[config.mk]
export PLATFORM = sky130hd
export DESIGN_NAME = deser_1to8
export DESIGN_NICKNAME = d
export VERILOG_FILES = /design/src/rtl/deser_pkg.sv /design/src/rtl/deser_out_buf.sv /design/src/rtl/deser_1to8.sv
export SDC_FILE = /design/constraint.sdc
export NUM_CORES = 1
export LEC_CHECK = 0
export CORE_MARGIN = 2
export CORE_UTILIZATION = 45
export DETAILED_ROUTE_END_ITERATION = 10
export GPL_ROUTABILITY_DRIVEN = 0
export PLACE_DENSITY = 0.8
export SLEW_MARGIN = 20
export SYNTH_ARGS = -nofsm -noshare
export SYNTH_HDL_FRONTEND = slang
export SYNTH_SLANG_ARGS = --single-unit
[constraint.sdc]
create_clock -name clk -period 2.9 [get_ports clk]
set_input_delay 0.435 -clock clk [delete_from_list [all_inputs] [get_ports clk]]
set_output_delay 0.435 -clock clk [all_outputs]
set_load 0.01 [all_outputs]
[src/rtl/deser_pkg.sv]
// deser_pkg: shared widths and output-buffer state type for the 1:8 deserializer.
package deser_pkg;
  localparam int WORD_W = 8;
  localparam int CNT_W  = 4;
  typedef enum logic {OUT_EMPTY, OUT_FULL} out_state_e;
endpackage

[src/rtl/deser_out_buf.sv]
// deser_out_buf: output word register, par_valid FSM and parity_err register.
// Parity register exists only when DESER_PARITY_EN is defined.
module deser_out_buf
  import deser_pkg::*;
(
  input  logic              clk,
  input  logic              rst_n,
  input  logic              load_i,
  input  logic [0:WORD_W-1] data_i,
  input  logic              par_ready_i,
  output logic [0:WORD_W-1] par_out_o,
  output logic              par_valid_o,
  output logic              full_o
`ifdef DESER_PARITY_EN
  ,
  input  logic              perr_i,
  output logic              parity_err_o
`endif
);
  out_state_e        state_q, state_d;
  logic [0:WORD_W-1] data_q;
`ifdef DESER_PARITY_EN
  logic perr_q;
  assign parity_err_o = perr_q;
`endif
  always_comb begin
    state_d = load_i ? OUT_FULL : (state_q == OUT_FULL && par_ready_i) ? OUT_EMPTY : state_q;
  end
  always_ff @(posedge clk or negedge rst_n) begin
    if (!rst_n) begin
      state_q <= OUT_EMPTY;
      data_q  <= '0;
`ifdef DESER_PARITY_EN
      perr_q  <= 1'b0;
`endif
    end else begin
      state_q <= state_d;
      if (load_i) data_q <= data_i;
`ifdef DESER_PARITY_EN
      if (load_i) perr_q <= perr_i;
`endif
    end
  end
  assign full_o      = state_q == OUT_FULL;
  assign par_valid_o = full_o;
  assign par_out_o   = data_q;
endmodule

[src/rtl/deser_1to8.sv]
// deser_1to8: serial-to-parallel deserializer with a one-word output buffer.
// Define DESER_PARITY_EN for 9-bit words (8 data + even parity) and a parity_err output.
module deser_1to8
  import deser_pkg::*;
#(
  parameter bit MSB_FIRST = 1'b1
) (
  input  logic              clk,
  input  logic              rst_n,
  input  logic              ser_in,
  input  logic              ser_valid,
  output logic              ser_ready,
  input  logic              clear,
  output logic [0:WORD_W-1] par_out,
  output logic              par_valid,
  input  logic              par_ready,
  output logic [CNT_W-1:0]  bit_cnt
`ifdef DESER_PARITY_EN
  ,
  output logic              parity_err
`endif
);
`ifdef DESER_PARITY_EN
  localparam logic [CNT_W-1:0] LAST = CNT_W'(WORD_W);
`else
  localparam logic [CNT_W-1:0] LAST = CNT_W'(WORD_W - 1);
`endif
  logic [CNT_W-1:0]  cnt_q, cnt_d;
  logic [0:WORD_W-1] asm_q, asm_d, asm_w;
  logic [2:0]        pos;
  logic              full, accept, done;
  assign ser_ready = !(cnt_q == LAST && full && !par_ready);
  assign accept    = ser_valid && ser_ready && !clear;
  assign done      = accept && cnt_q == LAST;
  assign pos       = MSB_FIRST ? cnt_q[2:0] : 3'd7 - cnt_q[2:0];
  // asm_w is the word including this cycle's bit, so the final bit reaches par_out on the same edge
  always_comb begin
    asm_w = asm_q;
    if (accept && cnt_q < CNT_W'(WORD_W)) asm_w[pos] = ser_in;
    asm_d = (clear || done) ? '0 : asm_w;
    cnt_d = (clear || done) ? '0 : accept ? cnt_q + 1'b1 : cnt_q;
  end
  always_ff @(posedge clk or negedge rst_n) begin
    if (!rst_n) begin
      cnt_q <= '0;
      asm_q <= '0;
    end else begin
      cnt_q <= cnt_d;
      asm_q <= asm_d;
    end
  end
  assign bit_cnt = cnt_q;
  deser_out_buf u_out_buf (
    .clk         (clk),
    .rst_n       (rst_n),
    .load_i      (done),
    .data_i      (asm_w),
    .par_ready_i (par_ready),
    .par_out_o   (par_out),
    .par_valid_o (par_valid),
    .full_o      (full)
`ifdef DESER_PARITY_EN
    ,
    .perr_i       (^asm_q ^ ser_in),
    .parity_err_o (parity_err)
`endif
  );
endmodule

* Word level (Yosys, flattened, before mapping)
Index checks and enable logic that the tools add are counted.
** Operators by class
- Shift operators :: 0
- Add/sub/neg operators :: 1
- Muxes and demuxes :: 9
- Reduce and logical (&&, ||, !) cells :: 14
- Eq/ne operators :: 1
- Bitwise operators :: 1
- Divide/modulo/power cells :: 0
- Order comparisons :: 3
- $mul :: 0
** Operators with widths (number)
- $mux W8 :: 2
- $bwmux W8 :: 1
- $logic_and A1 B1 Y1 :: 8
- $mux W4 :: 2
- $add A4 B1 Y4 const B :: 1
- $eq A4 B3 Y1 const B :: 1
- $ge A4 B4 Y1 const B :: 1
- $lt A4 B1 Y1 const B :: 1
- $lt A4 B4 Y1 const B :: 1
- $not A3 Y4 :: 1
- $reduce_bool A2 Y1 :: 2
- $demux W1 S3 :: 1
- $logic_not A1 Y1 :: 3
- $mux W1 :: 3
- $logic_or A1 B1 Y1 :: 1
** Storage, ports and cells
- Word-level logic and storage cells :: 33
- Memories kept :: 0
- Output and inout bits :: 14
- Register bits :: 21
- Latch bits :: 0
- ROM bits :: 0
- Bits in writable memories :: 0
- Bits of input ports :: 6

* Depth between registers and ports, before layout
Gate-level depths: netlist of run 1.
- Depth after elaboration :: 9
- Depth in mapped cells :: 5
- Depth with buffers taken out :: 5

* Cells and area by module
Synthesis of run 1 repeated with hierarchy kept, for this count alone.
** Second synthesis, totals
- Cells, all modules :: 113
- Area, all modules :: 1247.4 µm²
** By module, submodules not included
- deser_1to8 :: cells an instance 92, sequential area each 300.3 µm², area each 870.8 µm², times used 1
- deser_out_buf :: cells an instance 21, sequential area each 225.2 µm², area each 376.6 µm², times used 1

* Least setup slack after synthesis of run 1
Ideal clock, no wire load.
- Path type :: register to output
- Start :: reg cnt_q[1] (netlist: bit_cnt[1])
- End :: out ser_ready
- Data arrival time :: 1.302 ns
- Path buffers :: 0
- Path slack :: 1.163 ns
- Stages on the path, launching flop included :: 4
- Required time :: 2.465 ns
- Cell sequence :: dfrtp_1 -> ha_1 -> nand3b_1 -> or2_2
** Between the ends
- Word-level cells in the longest chain between the ends :: 4
** Ends and longest elaborated chain
- start: declaration :: RTL line deser_1to8.sv:28 : logic [CNT_W-1:0] cnt_q, cnt_d;
- start signal: assignment :: RTL line deser_1to8.sv:48 : cnt_q <= cnt_d;
- $eq A4 B3 Y1 :: RTL line deser_1to8.sv:32 : assign ser_ready = !(cnt_q == LAST && full && !par_ready);
- $logic_and A1 B1 Y1 (2 in a row) :: RTL line deser_1to8.sv:32
- $logic_not A1 Y1 :: RTL line deser_1to8.sv:32
- end: declaration :: RTL line deser_1to8.sv:12 : output logic ser_ready,
Every way passes these cells.

* Worst setup path in the final report of run 1
Ends and elaborated chain as after synthesis.

==> results.md, run 1 <==
- CTS tree: built
- I/O Buffers: 19
- WL final: 1800 um
- Post-synthesis compound-gate area fraction: about an eighth
- Sw Pwr: approximately 0.11 mW
- PD cells: ~390 nW/um2
- Fmax achieved: around 380 MHz
- Die width: roughly 51 um
- Layout cells sized above 1: about a tenth
- Min Clock Period, post-route: roughly 2.6 ns
- Post-route DRC: 0
- CP bufs+invs: 1
- Internal power: between 0.3 and 0.4 mW
- Initial Util: ~46%
- CTS Buf Count: 3
- Mapped Area: slightly below 1000 um2
- Gate power share: under 10%
- First-pass GRT wire length: around 3200 um
- Largest family of logic cells by synthesized area: simple AND/OR/NAND/NOR gates
- Hold Startpoint: u_out_buf.par_out_o[2]$_DFFE_PN0P_
- Most frequent cells in the layout: dfrtp_1, clkdlybuf4s50_1, nand2_1, o21ai_0, nor2_1
- Rel. slew slack: between 40% and 50%
- Antenna-violating nets left: 0
- Max Cap Viol: 0
- CP Cell Sequence: ha_1, nand3b_1, or2_2, clkdlybuf4s50_1
- Required @ worst endpoint: about 2.5 ns
- Worst Setup End Kind: output port
- Diodes inserted: 0
- Gate Count Post-Synth: between 90 and 100
- CTS hold repair buffers: 0
- Post-synthesis mux area share: roughly 6.0%
- R2R depth: 3
- Pin count of the biggest net entering global routing: 22
- Final Core Density: 57.0%
- Top cells by area, synth: dfrtp_1, mux2i_1, nand2_1
- Slowest Stage Delay on Critical Path: around 0.58 ns
- Final total power: roughly 0.48 mW
- Sequential power share: approximately 63%
- Area share of the largest cell type after synthesis: between 50% and 60%
- Period utilisation layout: 90.9%
- Adder-Cell Fraction of Synth Area: 1.26%
- CP Max Fanout: 11
- Hpwl dp: 1330 um
- Warnings, synthesis: 0
- Overflow after GRT: 0
- WP depth: 4
- Crit path launch type: flop
- Reg2reg setup slack: 1.00 ns
- Vias in the first global route: 717
- Post-Synth Simple-Gate Area: roughly 23%
- Layout Cells excl Fill: approximately 140
- Layout Nets: 124
- Drt first pass iters: 4
- # IOs: 20
- Worst setup path end: ser_ready
- WP data arrival: around 2.2 ns
- Worst-margin pin slew: 0.892 ns
- CTS clk-pin slew, worst paths: approximately 0.11 ns
- DP Cell Count: 140
- Initial detailed-routing violation count: 7
- Final setup fails: 0
- Site Rows: 17
- Reg2Reg Capture Point: u_out_buf.par_out_o[5]$_DFFE_PN0P_
- Leak: 0.558 nW
- Synth cell types: 30
- Die area: about 2600 um2
- WS Path Type: flop to output port
- Status: completed
- # H-tree levels: 1
- Initial antenna violation count: 0
- CTS Root Cell: clkbuf_4
- Yosys reg bits: 21
- Maximum vdd drop: ~0.00024 V
- Vias: 745
- PostCTS Resize Cnt: 0
- Cell family with most CP delay: flip-flops
- Worst R2R Start: bit_cnt[1]$_DFFE_PN0P_
- RSZ-0062 raised after global routing: no
- Vias per cell: 5.17
- Clock Latency Late Sink: 0.30 ns
- Final slew viol count: 0
- Power share of the clock group: between 20% and 30%
- Syn avg cell area: 10.4 um2
- P&R area growth vs syn: 23.1%
- CP max stage cell: dfrtp_1
- Synth Net Count: 103
- Total Routing Usage GR: 16.0%
- Core footprint: approximately 2100 um2
- Proportion of synthesized chip area in sequential cells: around 53%
- Layout Skew: slightly below 0.009 ns
- Critical Path Start: bit_cnt[1]$_DFFE_PN0P_
- Fill count: 188
- WL/cell: about 12 um
- Sinks on Clock Net: 21
- Cell taking the most area after synthesis: dfrtp_1
- Final hold viol count: 0
- Worst Hold Class: flop to flop
- Post-CTS Setup Bufs: 0
- Switching Share: 23.6%
- Commonest non-fill, non-tap cell in the layout: dfrtp_1
- Synth Area in XOR/XNOR: 0.881%
- Die Ht: around 51 um
- Clock buffer depth: 2
- Setup tns final: 0 ns
==> worst min-delay path, cell delays in order, from the launching register on <==
cell	delay, ns
dfrtp_1	0.36
nand2_1	0.04
o21ai_0	0.06
==> per-layer routing <==
layer / vias to the layer above / part of all wire [%] / GRT usage, % / wire length, um
li1: 375 / - / - / -
met1: 355 / 46 / 21.1 / 832
met4: 0 / 0.95 / 5.41 / 17
met5: - / 0 / 0 / 0
met2: 13 / 50 / 26.6 / 900
met3: 2 / 2.7 / 2.63 / 49
==> power by group through the flow <==
stage | clock [mW] | sequential, mW | combinational (mW)
final | 0.137 | 0.302 | 0.0406
after global placement | 0 | 0.307 | 0.0406
after detailed placement | 0 | 0.307 | 0.0412
after global routing | 0.158 | 0.302 | 0.0446
after floorplan | 0 | 0.305 | 0.0237
after CTS | 0.144 | 0.302 | 0.0411
==> cell type report <==
type                            count  area, um2  area share [%]
Clock buffer                        3       22.5            1.84
Clock inverter                      1       5.00           0.409
Inverter                            2       7.51           0.613
Multi-Input combinational cell     70        439            35.9
Sequential cell                    21        526            42.9
Tap cell                           28       35.0            2.86
Timing Repair Buffer               19        190            15.5
==> synth_stat cells (all sizes together) <==
library cell  instances
xor2                  1
nand2                14
mux2i                 6
nor3                  1
inv                   2
nor2b                 2
or2                   1
a41o                  1
o21ai                11
or4b                  1
dfrtp                21
or2b                  1
nor2                  8
o2111a                1
nand4                 1
and2                  1
and2b                 2
and4bb                1
ha                    1
a21oi                 6
nand3                 5
buf                   2
nand3b                1
nand2b                3
clkbuf                1
o31ai                 1
==> state kept, by name, indices dropped and copies added (netlist names) <==
name / count
bit_cnt: 4
u_out_buf.full_o: 1
asm_q: 8
u_out_buf.par_out_o: 8
==> stage by stage <==
| step | instance area [um2] | hold slack (ns) | setup WS (ns) |
|---|---|---|---|
| global placement | 1200 | 0.463 | 0.585 |
| detailed placement | 1200 | 0.469 | 0.544 |
| CTS | 1220 | 0.496 | 0.256 |
| floorplan | 995 | 0.139 | 1.16 |
| finish | 1220 | 0.487 | 0.263 |
| global route | 1220 | 0.530 | 0.158 |
==> worst min path at each step <==
stage	cells after the start	slack [ns]	endpoint
floorplan	0	0.14	asm_q[0]$_DFF_PN0_
global placement	2	0.46	u_out_buf.par_out_o[2]$_DFFE_PN0P_
detailed placement	2	0.47	u_out_buf.par_out_o[2]$_DFFE_PN0P_
CTS	2	0.50	u_out_buf.par_out_o[2]$_DFFE_PN0P_
global route	2	0.53	u_out_buf.par_out_o[2]$_DFFE_PN0P_
finish	2	0.49	u_out_buf.par_out_o[2]$_DFFE_PN0P_
==> cells by family after synthesis <==
group	Yosys count
simple gates	42
flops	21
fa+ha+maj	1
xor+xnor	1
buf+inv	5
mux	6
compound gates	20
(Power assumes the default switching activity.)
==> run 2, diff against run 1 <==
--- a/config.mk
+++ b/config.mk
@@ -8,8 +8,9 @@
 export CORE_MARGIN = 2
 export CORE_UTILIZATION = 45
 export DETAILED_ROUTE_END_ITERATION = 10
+export DONT_BUFFER_PORTS = 1
 export GPL_ROUTABILITY_DRIVEN = 0
-export PLACE_DENSITY = 0.8
+export PLACE_DENSITY = 0.69
 export SLEW_MARGIN = 20
 export SYNTH_ARGS = -nofsm -noshare
 export SYNTH_HDL_FRONTEND = slang
==> run 2 against run 1 <==
  * Utilization down 8.6 points
  * Sequential share of layout area grew 7.6 points
  * Critical path type unchanged
  * Clock skew decreased by 0.0058 ns
  * Highest routed layer unchanged
==> results.md, run 2 (same netlist as run 1, synthesis figures left out) <==
- Status: completed
- Worst setup path end: ser_ready
- Post-route DRC: 0
- Rel. slew slack: about three fifths
- Pre-CTS WS: 0.975 ns
- Clock Latency Late Sink: ~0.30 ns
- Min Clock Period, post-route: approximately 2.2 ns
- Overflow after GRT: 0
- Required @ worst endpoint: 2.47 ns
- Initial detailed-routing violation count: 6
- FF+latch area: 526 um2
- Setup tns final: 0 ns
- # H-tree levels: 1
- Die area: about 2600 um2
- CP Max Fanout: 11
- Layout Cells excl Fill: ~130
- Vias in the first global route: slightly below 700
- First-pass GRT wire length: 3080 um
- Period utilisation layout: 77.3%
- Antenna-violating nets left: 0
- Sinks on Clock Net: 21
- Clock buffer depth: 2
- Worst-margin pin slew: about 0.57 ns
- Reg2Reg Capture Point: u_out_buf.par_out_o[1]$_DFFE_PN0P_
- Area of the multi-input gates: 439 um2
- Total Routing Usage GR: around 17%
- WS Path Type: flop to output port
- Layout Skew: 0.00284 ns
- Final total power: around 0.47 mW
- Post-CTS Setup Bufs: 0
- WP data arrival: 1.81 ns
- Critical Path Start: bit_cnt[1]$_DFFE_PN0P_
- Layout cells sized above 1: around an eighth
- Site Rows: 17
- Sequential power share: 64.2%
- Initial Util: a little under half
- Commonest non-fill, non-tap cell in the layout: dfrtp_1
- PD cells: ~450 nW/um2
- Switching Share: around 24%
- Final hold viol count: 0
- Hpwl dp: 1350 um
- Pin count of the biggest net entering global routing: 22
- PnR worst setup slack: roughly 0.66 ns
- Power share of the clock group: about 30%
- Sw Pwr: 0.114 mW
- CTS Root Cell: clkbuf_4
- Worst Setup End Kind: output port
- Internal power: 0.358 mW
- I/O Buffers: 0
- Fill count: between 150 and 200
- Fmax achieved: around 450 MHz
- R2R depth: 3
- Vias per cell: roughly 5.4
- CTS Buf Count: 3
- Reg2reg setup slack: around 1.0 ns
- CTS clk-pin slew, worst paths: between 0.1 and 0.15 ns
- Drt first pass iters: 5
- Min Hold Slack: between 0.06 and 0.07 ns
- Most frequent cells in the layout: dfrtp_1, nand2_1, o21ai_0, nor2_1
- WL/cell: approximately 15 um
- # IOs: 20
- Core footprint: around 2100 um2
- Crit path launch type: flop
- Diodes inserted: 0
- Layout Nets: around 110
- Die Ht: 51.0 um
- WL final: 1830 um
- Vias: between 600 and 700
- Max Cap Viol: 0
- Die width: slightly above 50 um
- RSZ-0062 raised after global routing: no
- Final slew viol count: 0
- CTS tree: built
- Worst R2R Start: bit_cnt[1]$_DFFE_PN0P_
- Leak: between 0.4 and 0.5 nW
- Final setup fails: 0
- Worst Hold Class: primary input to asynchronous set/reset pin
- Maximum vdd drop: approximately 0.00027 V
- P&R area growth vs syn: 4.53%
- Initial antenna violation count: 0
- DP Cell Count: 121
- Gate power share: under 10%
==> run 2: cell type report <==
type                            instances  share of cell area [%]
Multi-Input combinational cell         70                    42.2
Timing Repair Buffer                    1                   0.481
Clock buffer                            3                    2.17
Clock inverter                          1                   0.481
Tap cell                               28                    3.37
Inverter                                2                   0.722
Sequential cell                        21                    50.5
==> run 2: worst min-delay path by stage <==
stage	slack, ns	from	cells after the start	end
6_report	0.06	rst_n	1	bit_cnt[1]$_DFFE_PN0P_
2_1_floorplan	0.14	rst_n	0	asm_q[0]$_DFF_PN0_
3_3_place_gp	0.14	rst_n	0	bit_cnt[0]$_DFFE_PN0P_
5_1_grt	0.09	rst_n	1	asm_q[1]$_DFF_PN0_
3_5_place_dp	0.14	rst_n	0	asm_q[0]$_DFF_PN0_
4_1_cts	0.19	clear	1	bit_cnt[2]$_DFFE_PN0P_
==> run 2: repair_timing <==
item                                    4_1_cts  5_1_grt
gates resized for setup                       0        0
endpoints found under the setup margin        0        0
hold endpoints to repair                     21        0
hold buffers                                  1        0
==> run 2: power by group through the flow <==
stage	Sequential, mW	Combinational (mW)	Clock, mW
finish	0.303	0.0278	0.141
global route	0.304	0.0323	0.159
CTS	0.303	0.0290	0.145
detailed placement	0.309	0.0222	0
global placement	0.308	0.0221	0
floorplan	0.305	0.0237	0
==> run 2: stage by stage <==
step	utilization, %	instance area [um2]
after detailed placement	46.9	1010
after floorplan	-	995
after CTS	48.6	1040
after global placement	46.9	1010
final	48.4	1040
after global routing	48.4	1040
==> run 2: critical path: stages, from the launching register on <==
cell and delay [ns]:
dfrtp_1 0.62, ha_1 0.32, nand3b_1 0.20, or2_2 0.36
==> run 2: metal layers <==
layer	vias to the layer above	wire [um]	global-route usage (%)
li1	335	-	-
met1	330	774	19.6
met2	12	942	27.3
met3	4	70	4.09
met4	0	41	9.46
met5	-	0	0
==> run 3, diff against run 2 <==
--- a/config.mk
+++ b/config.mk
@@ -10,7 +10,7 @@
 export DETAILED_ROUTE_END_ITERATION = 10
 export DONT_BUFFER_PORTS = 1
 export GPL_ROUTABILITY_DRIVEN = 0
-export PLACE_DENSITY = 0.69
+export PLACE_DENSITY = 0.71
 export SLEW_MARGIN = 20
 export SYNTH_ARGS = -nofsm -noshare
 export SYNTH_HDL_FRONTEND = slang
==> constraint.sdc (replaced) <==
create_clock -name clk -period 2 [get_ports clk]
set_input_delay 0.3 -clock clk [delete_from_list [all_inputs] [get_ports clk]]
set_output_delay 0.3 -clock clk [all_outputs]
set_load 0.01 [all_outputs]
==> run 3 against run 2 <==
  * Sequential power grew 42%
  * Utilization grew 1.3 points
  * Routed wire length shrank 4.5%
  * Clock skew shrank 0.0016 ns
  * Hold slack lost 0.0097 ns
  * Power grew 45%
  * Non-clock buffer count grew 3
  * Global-route usage shrank 0.49 points
  * Cell area grew 2.6%
  * Count of clock-buffer cells in the layout is the same
  * Register-to-register slack lost 0.58 ns
  * Largest cell class unchanged
  * Highest routed layer unchanged
==> results.md, run 3 (same netlist as run 1, synthesis figures left out) <==
- Status: completed
- Critical Path Start: bit_cnt[0]$_DFFE_PN0P_
- Min Clock Period, post-route: between 1.5 and 2 ns
- Clock Latency Late Sink: around 0.30 ns
- First-pass GRT wire length: 3160 um
- Pin count of the biggest net entering global routing: 22
- Fmax achieved: between 500 and 600 MHz
- PostCTS Resize Cnt: 0
- Reg2reg setup slack: between 0.4 and 0.5 ns
- CTS Root Cell: clkbuf_4
- Die area: approximately 2600 um2
- Initial antenna violation count: 0
- CTS tree: built
- Rel. slew slack: 39.3%
- Setup tns final: 0 ns
- Cell family with most CP delay: simple AND/OR/NAND/NOR gates
- # IOs: 20
- Worst-margin pin slew: 0.908 ns
- Die Ht: 51.0 um
- WP data arrival: roughly 1.5 ns
- Site Rows: 17
- Post-CTS Setup Bufs: 0
- Required @ worst endpoint: about 1.7 ns
- PD cells: roughly 640 nW/um2
- Layout Skew: 0.00126 ns
- Fill count: 210
- CTS clk-pin slew, worst paths: ~0.11 ns
- CP Max Fanout: 6
- R2R depth: 3
- Initial detailed-routing violation count: 5
- CP bufs+invs: 0
- Slowest Stage Delay on Critical Path: 0.37 ns
- RSZ-0062 raised after global routing: no
- Final hold viol count: 0
- Final slew viol count: 0
- Layout cells sized above 1: about 15%
- Total Routing Usage GR: 16.1%
- Most frequent cells in the layout: dfrtp_1, nand2_1, o21ai_0, nor2_1
- Hpwl dp: around 1300 um
- Vias per cell: 5.29
- Worst R2R Start: bit_cnt[3]$_DFFE_PN0P_
- Leak: ~0.51 nW
- WL/cell: approximately 14 um
- Antenna-violating nets left: 0
- Initial Util: about 46%
- P&R area growth vs syn: 7.30%
- Commonest non-fill, non-tap cell in the layout: dfrtp_1
- Maximum vdd drop: between 0.0004 and 0.0005 V
- Clock buffer depth: 2
- Reg2Reg Capture Point: u_out_buf.par_out_o[2]$_DFFE_PN0P_
- Worst Hold Class: primary input to flop
- I/O Buffers: 0
- Layout Nets: 109
- WP depth: 3
- CTS Buf Count: 3
- Min Hold Slack: between 0.05 and 0.06 ns
- Die width: between 50 and 60 um
- Drt first pass iters: 4
- Post-route DRC: 0
- Overflow after GRT: 0
- Core footprint: 2150 um2
- WS Path Type: flop to output port
- Final total power: around 0.68 mW
- # H-tree levels: 1
- Worst setup path end: ser_ready
- Vias in the first global route: 736
- Worst Setup End Kind: output port
- Max Cap Viol: 0
- CP Cell Sequence: ha_1, nand3b_1, or2_2
- CP max stage cell: dfrtp_1
- Diodes inserted: 0
- Sinks on Clock Net: 21
- Crit path launch type: flop
- WL final: between 1500 and 2000 um
- Final setup fails: 0
- Period utilisation layout: roughly nine tenths
- Vias: around 680
==> run 3: changes by cell type in the layout (fill, tap and decap cells not counted), sizes merged <==
cell / previous run / this run
dlygate4sd3: 0 / 1
buf: 1 / 3
==> run 3: cell type report <==
class / instances / area [um2] / share of cell area (%)
Tap cell: 28 / 35.0 / 3.28
Clock inverter: 1 / 5.00 / 0.469
Clock buffer: 3 / 22.5 / 2.11
Inverter: 2 / 7.51 / 0.703
Sequential cell: 21 / 526 / 49.2
Multi-Input combinational cell: 70 / 439 / 41.1
Timing Repair Buffer: 4 / 32.5 / 3.05
==> run 3: worst register-to-register path, cell delays in order, from the launching register on <==
cell	delay [ns]
dfrtp_1	0.48
or4b_4	0.60
o21ai_0	0.24
o21ai_0	0.13
==> run 3: how the worst min path moves through the flow <==
| stage | start | to | cells past startpoint |
|---|---|---|---|
| 2_1_floorplan | rst_n | asm_q[0]$_DFF_PN0_ | 0 |
| 3_3_place_gp | rst_n | bit_cnt[1]$_DFFE_PN0P_ | 0 |
| 3_5_place_dp | rst_n | u_out_buf.par_out_o[1]$_DFFE_PN0P_ | 0 |
| 4_1_cts | clear | bit_cnt[2]$_DFFE_PN0P_ | 1 |
| 5_1_grt | clear | bit_cnt[2]$_DFFE_PN0P_ | 1 |
| 6_report | clear | bit_cnt[2]$_DFFE_PN0P_ | 1 |
==> run 3: repair_timing <==
| action | CTS | global route |
|---|---|---|
| hold endpoints to repair | 21 | 0 |
| setup endpoints to repair | 0 | 0 |
| hold buffers | 1 | 0 |
==> run 3: report_power, final <==
part           internal (mW)  switching, mW  leakage [nW]
clock network         0.0747          0.125        0.0177
logic                 0.0199         0.0335         0.203
registers              0.429        0.00255         0.287
total                  0.523          0.161         0.508
==> run 3: stage by stage <==
stage	instances	cell area (um2)	worst slack [ns]	utilization, %
6_report	129	1070	0.202	49.7
5_1_grt	129	1070	0.0613	49.7
4_1_cts	129	1070	0.181	49.7
3_5_place_dp	124	1030	0.436	47.9
3_3_place_gp	124	1030	0.480	47.9
2_1_floorplan	96	995	0.398	-
==> run 3: layer usage <==
| layer | global-route usage [%] | share of wire (%) |
|---|---|---|
| met1 | 18.9 | 45 |
| met2 | 26.6 | 48 |
| met3 | 7.02 | 6.5 |
| met4 | 4.50 | 0.63 |
| met5 | 0 | 0 |
